`config.mk`:
```
export PLATFORM = sky130hd
export DESIGN_NAME = decimal_keypad_debouncer
export DESIGN_NICKNAME = d
export VERILOG_FILES = /design/src/rtl/keypad_pkg.sv /design/src/rtl/sync_2ff.sv /design/src/rtl/decimal_keypad_debouncer.sv
export SDC_FILE = /design/constraint.sdc
export NUM_CORES = 1
export LEC_CHECK = 0
export ABC_CLOCK_PERIOD_IN_PS = 2150
export BUFFER_PORTS_ARGS = -buffer_cell sky130_fd_sc_hd__clkbuf_2
export CAP_MARGIN = 20
export CORE_ASPECT_RATIO = 0.6
export CORE_UTILIZATION = 56
export DETAILED_ROUTE_END_ITERATION = 8
export PLACE_DENSITY = 0.78
export SYNTH_ARGS = -nofsm -noshare
export SYNTH_HDL_FRONTEND = slang
export SYNTH_SLANG_ARGS = --single-unit
export TNS_END_PERCENT = 20
```
`constraint.sdc`:
```
create_clock -name clk -period 2.15 [get_ports clk]
set_input_delay 0.1075 -clock clk [delete_from_list [all_inputs] [get_ports clk]]
set_output_delay 0.1075 -clock clk [all_outputs]
set_load 0.02 [all_outputs]
```
`src/rtl/keypad_pkg.sv`:
```
// Shared constants and state encodings for the decimal keypad debouncer.
package keypad_pkg;

    localparam int unsigned KEY_COUNT               = 10;
    localparam int unsigned DEBOUNCE_CYCLES_DEFAULT = 4;

    typedef enum logic [1:0] {
        IDLE     = 2'd0,
        DEBOUNCE = 2'd1,
        HELD     = 2'd2,
        RELEASE  = 2'd3
    } state_t;

endpackage

```
`src/rtl/sync_2ff.sv`:
```
// Two-flop synchronizer bringing asynchronous lines into the clk domain.
module sync_2ff #(
    parameter int unsigned WIDTH = 1
) (
    input  logic             clk,
    input  logic             rst,
    input  logic [WIDTH-1:0] d,
    output logic [WIDTH-1:0] q
);

    logic [WIDTH-1:0] meta;

    always_ff @(posedge clk or posedge rst) begin
        if (rst) begin
            meta <= '0;
            q    <= '0;
        end else begin
            meta <= d;
            q    <= meta;
        end
    end

endmodule

```
`src/rtl/decimal_keypad_debouncer.sv`:
```
// Debounces a 10-key decimal keypad into a sticky one-hot code with
// press-accepted and multi-key error pulses.
module decimal_keypad_debouncer
    import keypad_pkg::*;
#(
    parameter int unsigned DEBOUNCE_CYCLES = DEBOUNCE_CYCLES_DEFAULT
) (
    input  logic                 clk,
    input  logic                 rst,
    input  logic [KEY_COUNT-1:0] keys,
    output logic [KEY_COUNT-1:0] D,
    output logic                 key_valid,
    output logic                 key_held,
    output logic                 multi_err
);

    localparam int unsigned      CNT_W    = $clog2(DEBOUNCE_CYCLES);
    localparam logic [CNT_W-1:0] CNT_LAST = CNT_W'(DEBOUNCE_CYCLES - 1);

    logic [KEY_COUNT-1:0] ks;
    logic [KEY_COUNT-1:0] cand, cand_n;
    logic [KEY_COUNT-1:0] d_n;
    logic [CNT_W-1:0]     cnt, cnt_n;
    state_t               state, state_n;
    logic                 one_hot;
    logic                 kv_n, kh_n, me_n;

    sync_2ff #(
        .WIDTH(KEY_COUNT)
    ) u_sync (
        .clk(clk),
        .rst(rst),
        .d  (keys),
        .q  (ks)
    );

    assign one_hot = (cand != '0) && ((cand & (cand - KEY_COUNT'(1))) == '0);

    // Next-state and next-output logic; D only moves on an accepted one-hot press.
    always_comb begin
        state_n = state;
        cnt_n   = cnt;
        cand_n  = cand;
        d_n     = D;
        kv_n    = 1'b0;
        me_n    = 1'b0;
        case (state)
            IDLE: begin
                if (ks != '0) begin
                    cand_n  = ks;
                    cnt_n   = '0;
                    state_n = DEBOUNCE;
                end
            end
            DEBOUNCE: begin
                if (ks != cand) begin
                    cnt_n   = '0;
                    state_n = IDLE;
                end else if (cnt == CNT_LAST) begin
                    cnt_n   = '0;
                    state_n = HELD;
                    if (one_hot) begin
                        d_n  = cand;
                        kv_n = 1'b1;
                    end else begin
                        me_n = 1'b1;
                    end
                end else begin
                    cnt_n = cnt + CNT_W'(1);
                end
            end
            HELD: begin
                if (ks == '0) begin
                    cnt_n   = '0;
                    state_n = RELEASE;
                end
            end
            RELEASE: begin
                if (ks != '0) begin
                    cnt_n = '0;
                end else if (cnt == CNT_LAST) begin
                    cnt_n   = '0;
                    state_n = IDLE;
                end else begin
                    cnt_n = cnt + CNT_W'(1);
                end
            end
            default: begin
                state_n = IDLE;
                cnt_n   = '0;
            end
        endcase
        kh_n = (state_n == HELD);
    end

    always_ff @(posedge clk or posedge rst) begin
        if (rst) begin
            state     <= IDLE;
            cnt       <= '0;
            cand      <= '0;
            D         <= '0;
            key_valid <= 1'b0;
            key_held  <= 1'b0;
            multi_err <= 1'b0;
        end else begin
            state     <= state_n;
            cnt       <= cnt_n;
            cand      <= cand_n;
            D         <= d_n;
            key_valid <= kv_n;
            key_held  <= kh_n;
            multi_err <= me_n;
        end
    end

endmodule

```
* Yosys cells after proc, flatten, opt, wreduce, memory -nomap -nowiden
Index checks and enable logic that the tools add are counted.
Word-level totals: bits in registers 47, bits of input ports 12, word-level logic and storage cells 51
Operators by class: add/sub/neg operators 2, eq/ne operators 8, muxes and demuxes 21, bitwise operators 2, reduce and logical (&&, ||, !) cells 9
Operator list (count):
- 2-to-1 mux 2 bit | 11
- logical NOT 10 bit | 2
- nonzero test 10 bit | 2
- one-hot mux 2 bit (4 select lines) | 2
- bitwise AND 10 bit | 1
- inequality test 10 bit | 1
- subtractor 10 x 1 -> 10 bit, second input constant | 1
- equality test 2 bit, second input constant | 4
- 2-to-1 mux 1 bit | 8
- inequality test 2 bit, second input constant | 2
- AND reduction 2 bit | 2
- AND reduction 4 bit | 1
- adder 2 x 1 -> 2 bit, second input constant | 1
- equality test 2 x 1 -> 1 bit, second input constant | 1
- logical NOT 2 bit | 1
- logical AND 1 bit | 1
- NOT 1 bit | 1

* Depth between registers and ports, before layout
Gate-level depths: netlist of run 1.
word-level depth 8, gate-level depth with buffers 6

* Hierarchy
Synthesis of run 1 repeated with hierarchy kept, for this count alone.
Unflattened totals: cells, all modules 130, area, all modules 1901.8 um^2
Modules (own cells, without submodules):
- decimal_keypad_debouncer | instances 1, cells each 109, area an instance 1397.6 um^2
- sync_2ff | instances 1, cells each 21, area an instance 504.2 um^2

* Least setup slack after synthesis of run 1
No wires, ideal clock.
path kind register -> register, from register u_sync.q[3], to register cand[6], setup time 125 ps, arrival 1810 ps, required time 2025 ps, path slack 215 ps, cell stages (with the launch flop) 5, buffers on the path 0, cell sequence dfrtp_1 > or4_4 > nor4_4 > nor3_4 > mux2_4
Between the ends: longest elaborated chain between the ends 2
RTL lines:
- start: declaration | line sync_2ff.sv:8 | output logic [WIDTH-1:0] q
- start signal: assignment | line sync_2ff.sv:19 | q <= meta;
- nonzero test 10 bit | line decimal_keypad_debouncer.sv:49 | if (ks != '0) begin
- AND reduction 2 bit (no source line)
- end signal: assignment | line decimal_keypad_debouncer.sv:108 | cand <= cand_n;
- end: declaration | line decimal_keypad_debouncer.sv:21 | logic [KEY_COUNT-1:0] cand, cand_n;
No other way between the ends. A chain may end at the register's enable or synchronous reset.

* Final worst setup path of run 1
from register cand[6], to register D[2]
Between the ends: longest elaborated chain between the ends 5, elaborated cells between the ends (all ways) 8, those cells by class add/sub: 1; eq/ne: 1; bitwise: 2; reduce/logical: 4
RTL lines:
- subtractor 10 x 1 -> 10 bit | line decimal_keypad_debouncer.sv:37 | assign one_hot = (cand != '0) && ((cand & (cand - KEY_COUNT'(1))) == '0);
- bitwise AND 10 bit | line decimal_keypad_debouncer.sv:37
- logical NOT 10 bit | line decimal_keypad_debouncer.sv:37
- logical AND 1 bit | line decimal_keypad_debouncer.sv:37
- AND reduction 4 bit (no source line) (*)
- end signal: assignment | line decimal_keypad_debouncer.sv:109 | D <= d_n;
- end: declaration | line decimal_keypad_debouncer.sv:11 | output logic [KEY_COUNT-1:0] D,
Mark *: on every way between the ends. The rest lies on a longest branch, timed or not.

==> out/metrics.csv, run 1 <==
metric;value;unit
via_per_inst;5.43;
tightest_slew;0.665;ns
dieHeight;47.3;um
outcome;complete, no violations;
async_reset_ff_share;100;%
grt_max_degree;28;
synthCells;136;
maxCapViolations;0;
syn-cell-area;0.00191;sq mm
drive_gt1_share;35.2;%
p_int;1.49;mW
grt_usage;21.7;%
finalInstanceArea;0.00236;sq mm
busiest_layer;met2;
wl_per_cell;15.2;um
critPathMaxFanout;10;
met2_usage;39.6;%
path_clk_slew;0.09;ns
clock_sinks;47;
ir_worst_vdd;0.548;mV
dieWidth;77.5;um
synth_common_cells;47 x dfrtp_1, 11 x xnor2_1, 10 x mux2_2, 10 x mux2_4, 6 x nand3_1;
synth_nets;149;
fmax;0.494;GHz
synth-seq-cells;47;
pin_count;25;
clk_latency;0.30;ns
placed_area;0.00211;sq mm
timing.final.crit_share;94.2;%
drc;0;
cts_setup_buffers;0;
pwr-share-comb;9.6;%
ys_types;30;
grt_pass1_wl;5780;um
firstDrtPassIters;4;
die_area;0.00366;sq mm
drtIter0Drc;83;
synth_flop_cell;dfrtp_1;
setup_tns;0;ns
p_total;1.92;mW
worstSetupPathType;register to register;
finalCriticalPeriod;2.03;ns
synthToLayoutAreaGrowth;23.5;%
gp_congestion;0.834;
leakagePower;1.13;nW
seqPwrFrac;51.4;%
htree_levels;2;
seq_area_frac_synth;61.5;%
core;0.00326;sq mm
io_buffer_count;24;
max_slew_margin;55.4;%
grt_pass1_vias;1240;
antenna_cells;0;
powerDensity;812;mW/mm^2
power.switching;432;uW
wirelength;3440;um
sw_frac_of_total;22.5;%
ant_nets;0;
fillers;216;
ys_top_cells_by_area;dfrtp_1 61%, mux2_4 7.8%, mux2_2 5.9%;
cts_buffer_depth;2;
tritoncts;done;
gr-total-overflow;0;
worstPathArrival;2.20;ns
grt.met1_usage;26.8;%
hp-class;primary input to async pin;
numCtsBuffers;5;
fin_nets;194;
final_core_util;72.4;%
finalSetupViolCount;0;
avgSynthCellArea;14.1;sq um
initial_core_util;58.6;%
yosys.area.top_type;dfrtp_1;
required;2.33;ns
hold_viol;0;
report.final.slew_viol_count;0;
grt_antenna_before_repair;0;
synth_top_area_share;61.5;%
yosysWarnings;0;
start_kind;register;
hpwl;2420;um
num_rows;16;
synth_edf_count;0;
fin_skew;0.00918;ns
via_count;1232;
clkPwrFrac;39.0;%
cts_root_buf;clkbuf_8;
post-synth-top-count-cell;dfrtp_1;
cp-end-kind;register;
grtUsageMet3;5.24;%
## placed cells by master, fill, tap and decap left out, types with 5 or more instances in the layout
cell	n
clkbuf_2	24
mux2_4	10
clkbuf_8	5
nand3_1	6
o21ai_0	5
nand2_1	5
mux2_2	10
nor2_1	5
xnor2_1	11
dlygate4sd3_1	11
dfrtp_1	47
## state kept, by name (all words and copies together) (netlist names), 2 cells and up
name         count
cnt              2
cand            10
D               10
u_sync.meta     10
u_sync.q        10
state            2
## power by group through the flow
stage / clock [mW] / combinational, mW / sequential (mW)
finish: 0.748 / 0.184 / 0.987
global route: 0.790 / 0.203 / 0.993
CTS: 0.756 / 0.184 / 0.984
detailed placement: 0 / 0.167 / 1.00
global placement: 0 / 0.159 / 0.997
floorplan: 0 / 0.125 / 0.985
## through the flow
step	hold slack [ns]	setup slack [ns]	std cells
after global placement	0.125	0.216	208
after global routing	0.363	-0.0463	227
after CTS	0.354	0.0268	227
after floorplan	0.139	0.215	136
final	0.351	0.125	227
after detailed placement	0.136	0.0833	208
## worst max-delay path: stages, from the launching register on
cell and delay, ns:
dfrtp_1 0.41, buf_4 0.18, xnor2_1 0.21, nand3_1 0.10, nor3_1 0.42, nand4_4 0.25
mux2_2 0.34
## path summary, 6_finish.rpt
check                                         start               endpoint  slack (ns)  depth (start not counted)
max                             cand[6]$_DFFE_PP0P_       D[2]$_DFFE_PP0P_        0.12                          6
min                                             rst  u_sync.q[4]$_DFF_PP0_        0.35                          3
max reg2reg                     cand[6]$_DFFE_PP0P_       D[2]$_DFFE_PP0P_        0.12                          6
min reg2reg                u_sync.meta[2]$_DFF_PP0_  u_sync.q[2]$_DFF_PP0_        0.35                          0
max in group asynchronous                       rst    cand[8]$_DFFE_PP0P_        1.07                          4
min in group clk           u_sync.meta[2]$_DFF_PP0_  u_sync.q[2]$_DFF_PP0_        0.35                          0
## routing by layer
metal / vias to the layer above / wire length (um)
li1: 579 / -
met1: 606 / 1560
met2: 42 / 1670
met3: 5 / 186
met4: 0 / 27
met5: - / 0
## logic make-up after synthesis
logic type / count (synthesis) / share of synthesized area, %
flip-flops: 47 / 61.5
AND/OR/NAND/NOR: 39 / 13.7
multiplexers: 20 / 13.7
AO/OA/AOI/OAI: 15 / 4.71
XOR/XNOR: 11 / 5.04
buffers and inverters: 3 / 0.654
adder cells (fa/ha/maj): 1 / 0.654
## final cells by class
cell class | instances | area [sq um] | share of cell area [%]
multi-input combinational | 86 | 731 | 30.9
sequential | 47 | 1180 | 49.8
clock inverter | 2 | 60.1 | 2.54
timing repair buffer | 39 | 260 | 11.0
clock buffer | 6 | 72.6 | 3.07
inverter | 2 | 7.51 | 0.318
tap | 45 | 56.3 | 2.38
## what timing repair did
item / in CTS / in global routing
hold endpoints to repair: 30 / 0
hold buffers: 11 / 0
gates resized for setup: 0 / 1
setup endpoints to repair: 0 / 10
(Power assumes the default switching activity.)
==> run 2, diff against run 1 <==
--- a/config.mk
+++ b/config.mk
@@ -5,8 +5,8 @@
 export SDC_FILE = /design/constraint.sdc
 export NUM_CORES = 1
 export LEC_CHECK = 0
-export ABC_CLOCK_PERIOD_IN_PS = 2150
-export BUFFER_PORTS_ARGS = -buffer_cell sky130_fd_sc_hd__clkbuf_2
+export ABC_CLOCK_PERIOD_IN_PS = 1900
+export BUFFER_PORTS_ARGS = -buffer_cell sky130_fd_sc_hd__buf_2
 export CAP_MARGIN = 20
 export CORE_ASPECT_RATIO = 0.6
 export CORE_UTILIZATION = 56
==> constraint.sdc (replaced) <==
create_clock -name clk -period 1.9 [get_ports clk]
set_input_delay 0.095 -clock clk [delete_from_list [all_inputs] [get_ports clk]]
set_output_delay 0.095 -clock clk [all_outputs]
set_load 0.02 [all_outputs]
==> out/metrics.csv, run 2 (same netlist as run 1, synthesis figures left out) <==
metric;value;unit;change
dieHeight;47.3;um;unchanged
grt_antenna_before_repair;0;;unchanged
core;0.00326;sq mm;unchanged
cts_buffer_depth;2;;unchanged
required;2.08;ns;was 2.33 ns
grt_usage;21.9;%;was 21.7%
grt_pass1_vias;1260;;was 1240
wl_per_cell;17.0;um;was 15.2 um
finalCriticalPeriod;1.90;ns;was 2.03 ns
placed_area;0.00221;sq mm;was 0.00211 sq mm
fin_nets;211;;was 194
final_common_cell;dfrtp_1;;unchanged
worst_r2r_path_depth;5;;was 6
finalNonFillerCells;243;;was 227
multiInputGateArea;865;sq um;was 731 sq um
cts_root_buf;clkbuf_8;;unchanged
crit_path_top_delay_cell;or4_1;;was nor3_1
drive_gt1_share;49.5;%;was 35.2%
fmax;0.528;GHz;was 0.494 GHz
final_core_util;78.8;%;was 72.4%
htree_levels;2;;unchanged
via_per_inst;5.58;;was 5.43
worstPathCellList;or4_1, nand3_1, nand3_4, nand4_4, mux2_2;;was buf_4, xnor2_1, nand3_1, nor3_1, nand4_4, mux2_2
grt_pass1_wl;5780;um;about the same
antenna_cells;0;;unchanged
hp-class;register to register;;was primary input to async pin
hold_viol;0;;unchanged
path_clk_slew;0.08;ns;was 0.09 ns
max_slew_margin;62.8;%;was 55.4%
gp_congestion;0.854;;was 0.834
worstPathArrival;2.08;ns;was 2.20 ns
clk_latency;0.30;ns;about the same
final_cell_mix;43 x dfrtp_1, 24 x buf_2, 19 x buf_4;;was 47 x dfrtp_1, 24 x clkbuf_2, 11 x xnor2_1, 11 x dlygate4sd3_1
ir_worst_vdd;0.624;mV;was 0.548 mV
pin_count;25;;unchanged
timing.final.crit_share;99.8;%;was 94.2%
report.final.slew_viol_count;0;;unchanged
setup_tns;0;ns;unchanged
synthToLayoutAreaGrowth;34.3;%;was 23.5%
wirelength;4140;um;was 3440 um
drc;0;;unchanged
initial_core_util;58.6;%;unchanged
fin_skew;0.00915;ns;was 0.00918 ns
gr-total-overflow;0;;unchanged
drtIter0Drc;84;;was 83
leakagePower;1.26;nW;was 1.13 nW
fillers;177;;was 216
hpwl;2390;um;was 2420 um
powerDensity;783;mW/mm^2;was 812 mW/mm^2
numCtsBuffers;5;;unchanged
firstDrtPassIters;4;;unchanged
die_area;0.00366;sq mm;unchanged
ant_nets;0;;unchanged
tritoncts;done;;unchanged
dp_cells;221;;was 208
cp-end-kind;register;;unchanged
grt_max_degree;48;;was 28
dieWidth;77.5;um;unchanged
outcome;complete, no violations;;unchanged
io_buffer_count;24;;unchanged
finalInstanceArea;0.00257;sq mm;was 0.00236 sq mm
rsz0062_at_grt;true;;
ff_latch_area;0.00118;sq mm;about the same
critPathMaxStageDelay;0.52;ns;was 0.42 ns
worstSetupPathType;register to register;;unchanged
via_count;1357;;was 1232
finalSetupViolCount;0;;unchanged
start_kind;register;;unchanged
maxCapViolations;0;;unchanged
critPathMaxFanout;5;;was 10
hold_depth;0;;
clock_sinks;47;;unchanged
num_rows;16;;unchanged
tightest_slew;0.558;ns;was 0.665 ns
## run 2: cell types whose count changed in the layout (fill, tap and decap cells not counted), sizes merged
cell / change
bufinv: -2
clkinv: +1
nand4: +1
nor3: +1
buf: +39
clkbuf: -24
## run 2: final cells by class
| class | instances | area share [%] |
|---|---|---|
| well taps | 45 | 2.19 |
| repair buffers | 54 | 14.5 |
| flip-flops and latches | 47 | 46.0 |
| inverters | 2 | 0.292 |
| clock inverters | 1 | 0.195 |
| multi-input cells | 88 | 33.6 |
| clock buffers | 6 | 3.21 |
## run 2: report_power, final
group	switching (mW)	internal [mW]	total (mW)
registers	0.0709	1.05	1.12
clock network	0.307	0.285	0.592
logic	0.137	0.160	0.297
total	0.515	1.50	2.01
## run 2: per-layer routing
metal | track usage (%) | wire length, um | vias up
met1 | 26.5 | 1750 | 662
met5 | 0 | 0 | -
met3 | 5.83 | 229 | 14
met4 | 10.2 | 78 | 0
met2 | 38.6 | 2080 | 59
li1 | - | - | 622
## run 2: worst max-delay path, delay by kind of cell (launching register included)
| kind | cells | cell delay (ns) |
|---|---|---|
| AND/OR/NAND/NOR | 4 | 0.98 |
| flip-flops | 1 | 0.44 |
| multiplexers | 1 | 0.36 |
## run 2: per-stage QoR
step / power [mW] / worst slack (ns) / hold WS (ns)
2_1_floorplan: 1.26 / -0.0346 / 0.126
3_3_place_gp: 1.34 / 0.0295 / 0.202
3_5_place_dp: 1.35 / -0.0768 / 0.204
4_1_cts: 1.96 / 0.00383 / 0.353
5_1_grt: 2.10 / -0.0453 / 0.362
6_report: 2.01 / 0.00474 / 0.351
## run 2: worst paths after layout
| path | startpoint | end | slack, ns |
|---|---|---|---|
| min | u_sync.meta[9]$_DFF_PP0_ | u_sync.q[9]$_DFF_PP0_ | 0.35 |
| max | cand[1]$_DFFE_PP0P_ | D[9]$_DFFE_PP0P_ | 0.005 |
| min reg2reg | u_sync.meta[9]$_DFF_PP0_ | u_sync.q[9]$_DFF_PP0_ | 0.35 |
| max in group asynchronous | rst | cand[6]$_DFFE_PP0P_ | 1.02 |
| max reg2reg | cand[1]$_DFFE_PP0P_ | D[9]$_DFFE_PP0P_ | 0.005 |
| min in group asynchronous | rst | cand[9]$_DFFE_PP0P_ | 0.48 |
## run 2: what timing repair did
item	in CTS	in global routing
cloned	1	1
setup buffers	0	2
pin swaps	1	5
gates resized for setup	4	18
hold endpoints to repair	57	0
setup endpoints to repair	10	25
hold buffers	11	0
==> run 3, diff against run 2 <==
--- a/config.mk
+++ b/config.mk
@@ -9,9 +9,10 @@
 export BUFFER_PORTS_ARGS = -buffer_cell sky130_fd_sc_hd__buf_2
 export CAP_MARGIN = 20
 export CORE_ASPECT_RATIO = 0.6
-export CORE_UTILIZATION = 56
+export CORE_UTILIZATION = 59
+export CTS_BUF_LIST = sky130_fd_sc_hd__clkbuf_4
 export DETAILED_ROUTE_END_ITERATION = 8
-export PLACE_DENSITY = 0.78
+export PLACE_DENSITY = 0.81
 export SYNTH_ARGS = -nofsm -noshare
 export SYNTH_HDL_FRONTEND = slang
 export SYNTH_SLANG_ARGS = --single-unit
==> out/metrics.csv, run 3 (same netlist as run 1, synthesis figures left out) <==
metric;value;unit;change
outcome;finished with violations;;was complete, no violations
grt_max_degree;48;;unchanged
io_buffer_count;24;;unchanged
worstPathArrival;2.32;ns;was 2.08 ns
drc;0;;unchanged
hp-class;primary input to register;;was register to register
crit_path_top_delay_cell;dfrtp_2;;was or4_1
die_area;0.00348;sq mm;was 0.00366 sq mm
firstDrtPassIters;4;;unchanged
via_count;1504;;was 1357
drive_gt1_share;52.4;%;was 49.5%
antenna_cells;0;;unchanged
dieWidth;75.5;um;was 77.5 um
wirelength;5000;um;was 4140 um
cts_buffer_depth;2;;unchanged
finalSetupViolCount;14;;was 0
worstPathCellList;buf_4, xnor2_2, nand4_1, nor3_2, buf_4, nand4_4, mux2_4;;was or4_1, nand3_1, nand3_4, nand4_4, mux2_2
fillers;120;;was 177
worstSetupPathType;register to register;;unchanged
path_clk_slew;0.13;ns;was 0.08 ns
finalNonFillerCells;250;;was 243
grt_antenna_before_repair;0;;unchanged
clock_sinks;47;;unchanged
timing.final.crit_share;108;%;was 99.8%
dp_cells;219;;was 221
report.final.slew_viol_count;0;;unchanged
cts_root_buf;clkbuf_4;;was clkbuf_8
initial_core_util;64.5;%;was 58.6%
pin_count;25;;unchanged
gp_congestion;0.825;;was 0.854
via_per_inst;6.02;;was 5.58
core;0.00297;sq mm;was 0.00326 sq mm
wl_per_cell;20.0;um;was 17.0 um
num_rows;15;;was 16
ant_nets;0;;unchanged
tritoncts;done;;unchanged
gr-total-overflow;0;;unchanged
fmax;0.487;GHz;was 0.528 GHz
tightest_slew;0.683;ns;was 0.558 ns
numCtsBuffers;5;;unchanged
drtIter0Drc;107;;was 84
crit_top_cell;buf_4;;
critPathMaxStageDelay;0.47;ns;was 0.52 ns
grt_usage;25.6;%;was 21.9%
start_kind;register;;unchanged
powerDensity;776;mW/mm^2;was 783 mW/mm^2
hpwl;2450;um;was 2390 um
holdWs;0.353;ns;was 0.351 ns
violations;setup timing;;
ir_worst_vdd;0.678;mV;was 0.624 mV
leakagePower;1.31;nW;was 1.26 nW
synthToLayoutAreaGrowth;38.7;%;was 34.3%
critPathMaxFanout;5;;unchanged
finalCriticalPeriod;2.05;ns;was 1.90 ns
ff_latch_area;0.00118;sq mm;unchanged
setup_tns;-1.19;ns;was 0 ns
hold_viol;0;;unchanged
required;2.16;ns;was 2.08 ns
grt_pass1_wl;6040;um;was 5780 um
grt_pass1_vias;1320;;was 1260
fin_skew;0.00550;ns;was 0.00915 ns
cp-end-kind;register;;unchanged
maxCapViolations;0;;unchanged
rsz0062_at_grt;true;;unchanged
final_common_cell;dfrtp_1;;unchanged
fin_nets;221;;was 211
cp_top_family;simple AND/OR/NAND/NOR gates;;unchanged
dieHeight;46.1;um;was 47.3 um
clk_latency;0.37;ns;was 0.30 ns
cp_num_buf_inv;2;;was 0
multiInputGateArea;875;sq um;was 865 sq um
fin_ws;-0.155;ns;was 0.00474 ns
htree_levels;2;;unchanged
max_slew_margin;54.3;%;was 62.8%
final_cell_mix;43 x dfrtp_1, 28 x buf_4, 24 x buf_2;;was 43 x dfrtp_1, 24 x buf_2, 19 x buf_4
## run 3: cell count changes in the layout (fill, tap and decap cells not counted), sizes merged
cell and delta:
clkinv -1, bufinv +1, clkbuf -1, nor3 -1, clkinvlp +1, buf +11
## run 3: worst reg2reg max path, cell delays in order (launching register included)
cell and delay [ns]:
dfrtp_2 0.47, buf_4 0.17, xnor2_2 0.21, nand4_1 0.18
nor3_2 0.25, buf_4 0.18, nand4_4 0.16, mux2_4 0.35
## run 3: what timing repair did
item / CTS / global route
gates resized for setup: 6 / 22
hold endpoints to repair: 57 / 0
setup buffers: 2 / 10
pin swaps: 2 / 7
endpoints found under the setup margin: 10 / 20
gates cloned: 1 / 0
hold buffers: 11 / 0
## run 3: final cells by class
class / instances / share of cell area, %
Sequential cell: 47 / 44.5
Inverter: 2 / 0.283
Tap cell: 42 / 1.98
Clock buffer: 5 / 1.41
Timing Repair Buffer: 65 / 17.4
Clock inverter: 2 / 1.41
Multi-Input combinational cell: 87 / 33.0
## run 3: path summary, 6_finish.rpt
path,cells after the start,start,to,slack (ns)
max,7,cand[5]$_DFFE_PP0P_,D[4]$_DFFE_PP0P_,-0.15
min,2,keys[3],u_sync.meta[3]$_DFF_PP0_,0.35
max reg2reg,7,cand[5]$_DFFE_PP0P_,D[4]$_DFFE_PP0P_,-0.15
min reg2reg,0,u_sync.meta[2]$_DFF_PP0_,u_sync.q[2]$_DFF_PP0_,0.36
max in group asynchronous,4,rst,cand[8]$_DFFE_PP0P_,1.10
min in group asynchronous,4,rst,u_sync.meta[2]$_DFF_PP0_,0.39
## run 3: per-layer routing
| metal | part of all wire, % | global-route usage (%) | up-vias |
|---|---|---|---|
| li1 | - | - | 642 |
| met1 | 40 | 29.7 | 739 |
| met2 | 49 | 43.9 | 97 |
| met3 | 7.6 | 6.56 | 26 |
| met4 | 3.4 | 15.6 | 0 |
| met5 | 0 | 0 | - |
## run 3: through the flow
| step | util, % | total power, mW | area [sq um] | setup WS [ns] |
|---|---|---|---|---|
| 4_1_cts | 83.1 | 1.95 | 2460 | 0.0103 |
| 3_3_place_gp | 74.7 | 1.34 | 2220 | 0.0339 |
| 2_1_floorplan | - | 1.26 | 1910 | -0.0346 |
| 6_report | 89.5 | 2.06 | 2650 | -0.155 |
| 5_1_grt | 89.5 | 2.13 | 2650 | -0.167 |
| 3_5_place_dp | 74.7 | 1.35 | 2220 | -0.0618 |
## run 3: where the power goes
| group | switching (mW) | total (mW) | internal, mW |
|---|---|---|---|
| combinational | 0.164 | 0.353 | 0.189 |
| clock | 0.313 | 0.582 | 0.270 |
| sequential | 0.0720 | 1.12 | 1.05 |
| total | 0.549 | 2.06 | 1.51 |
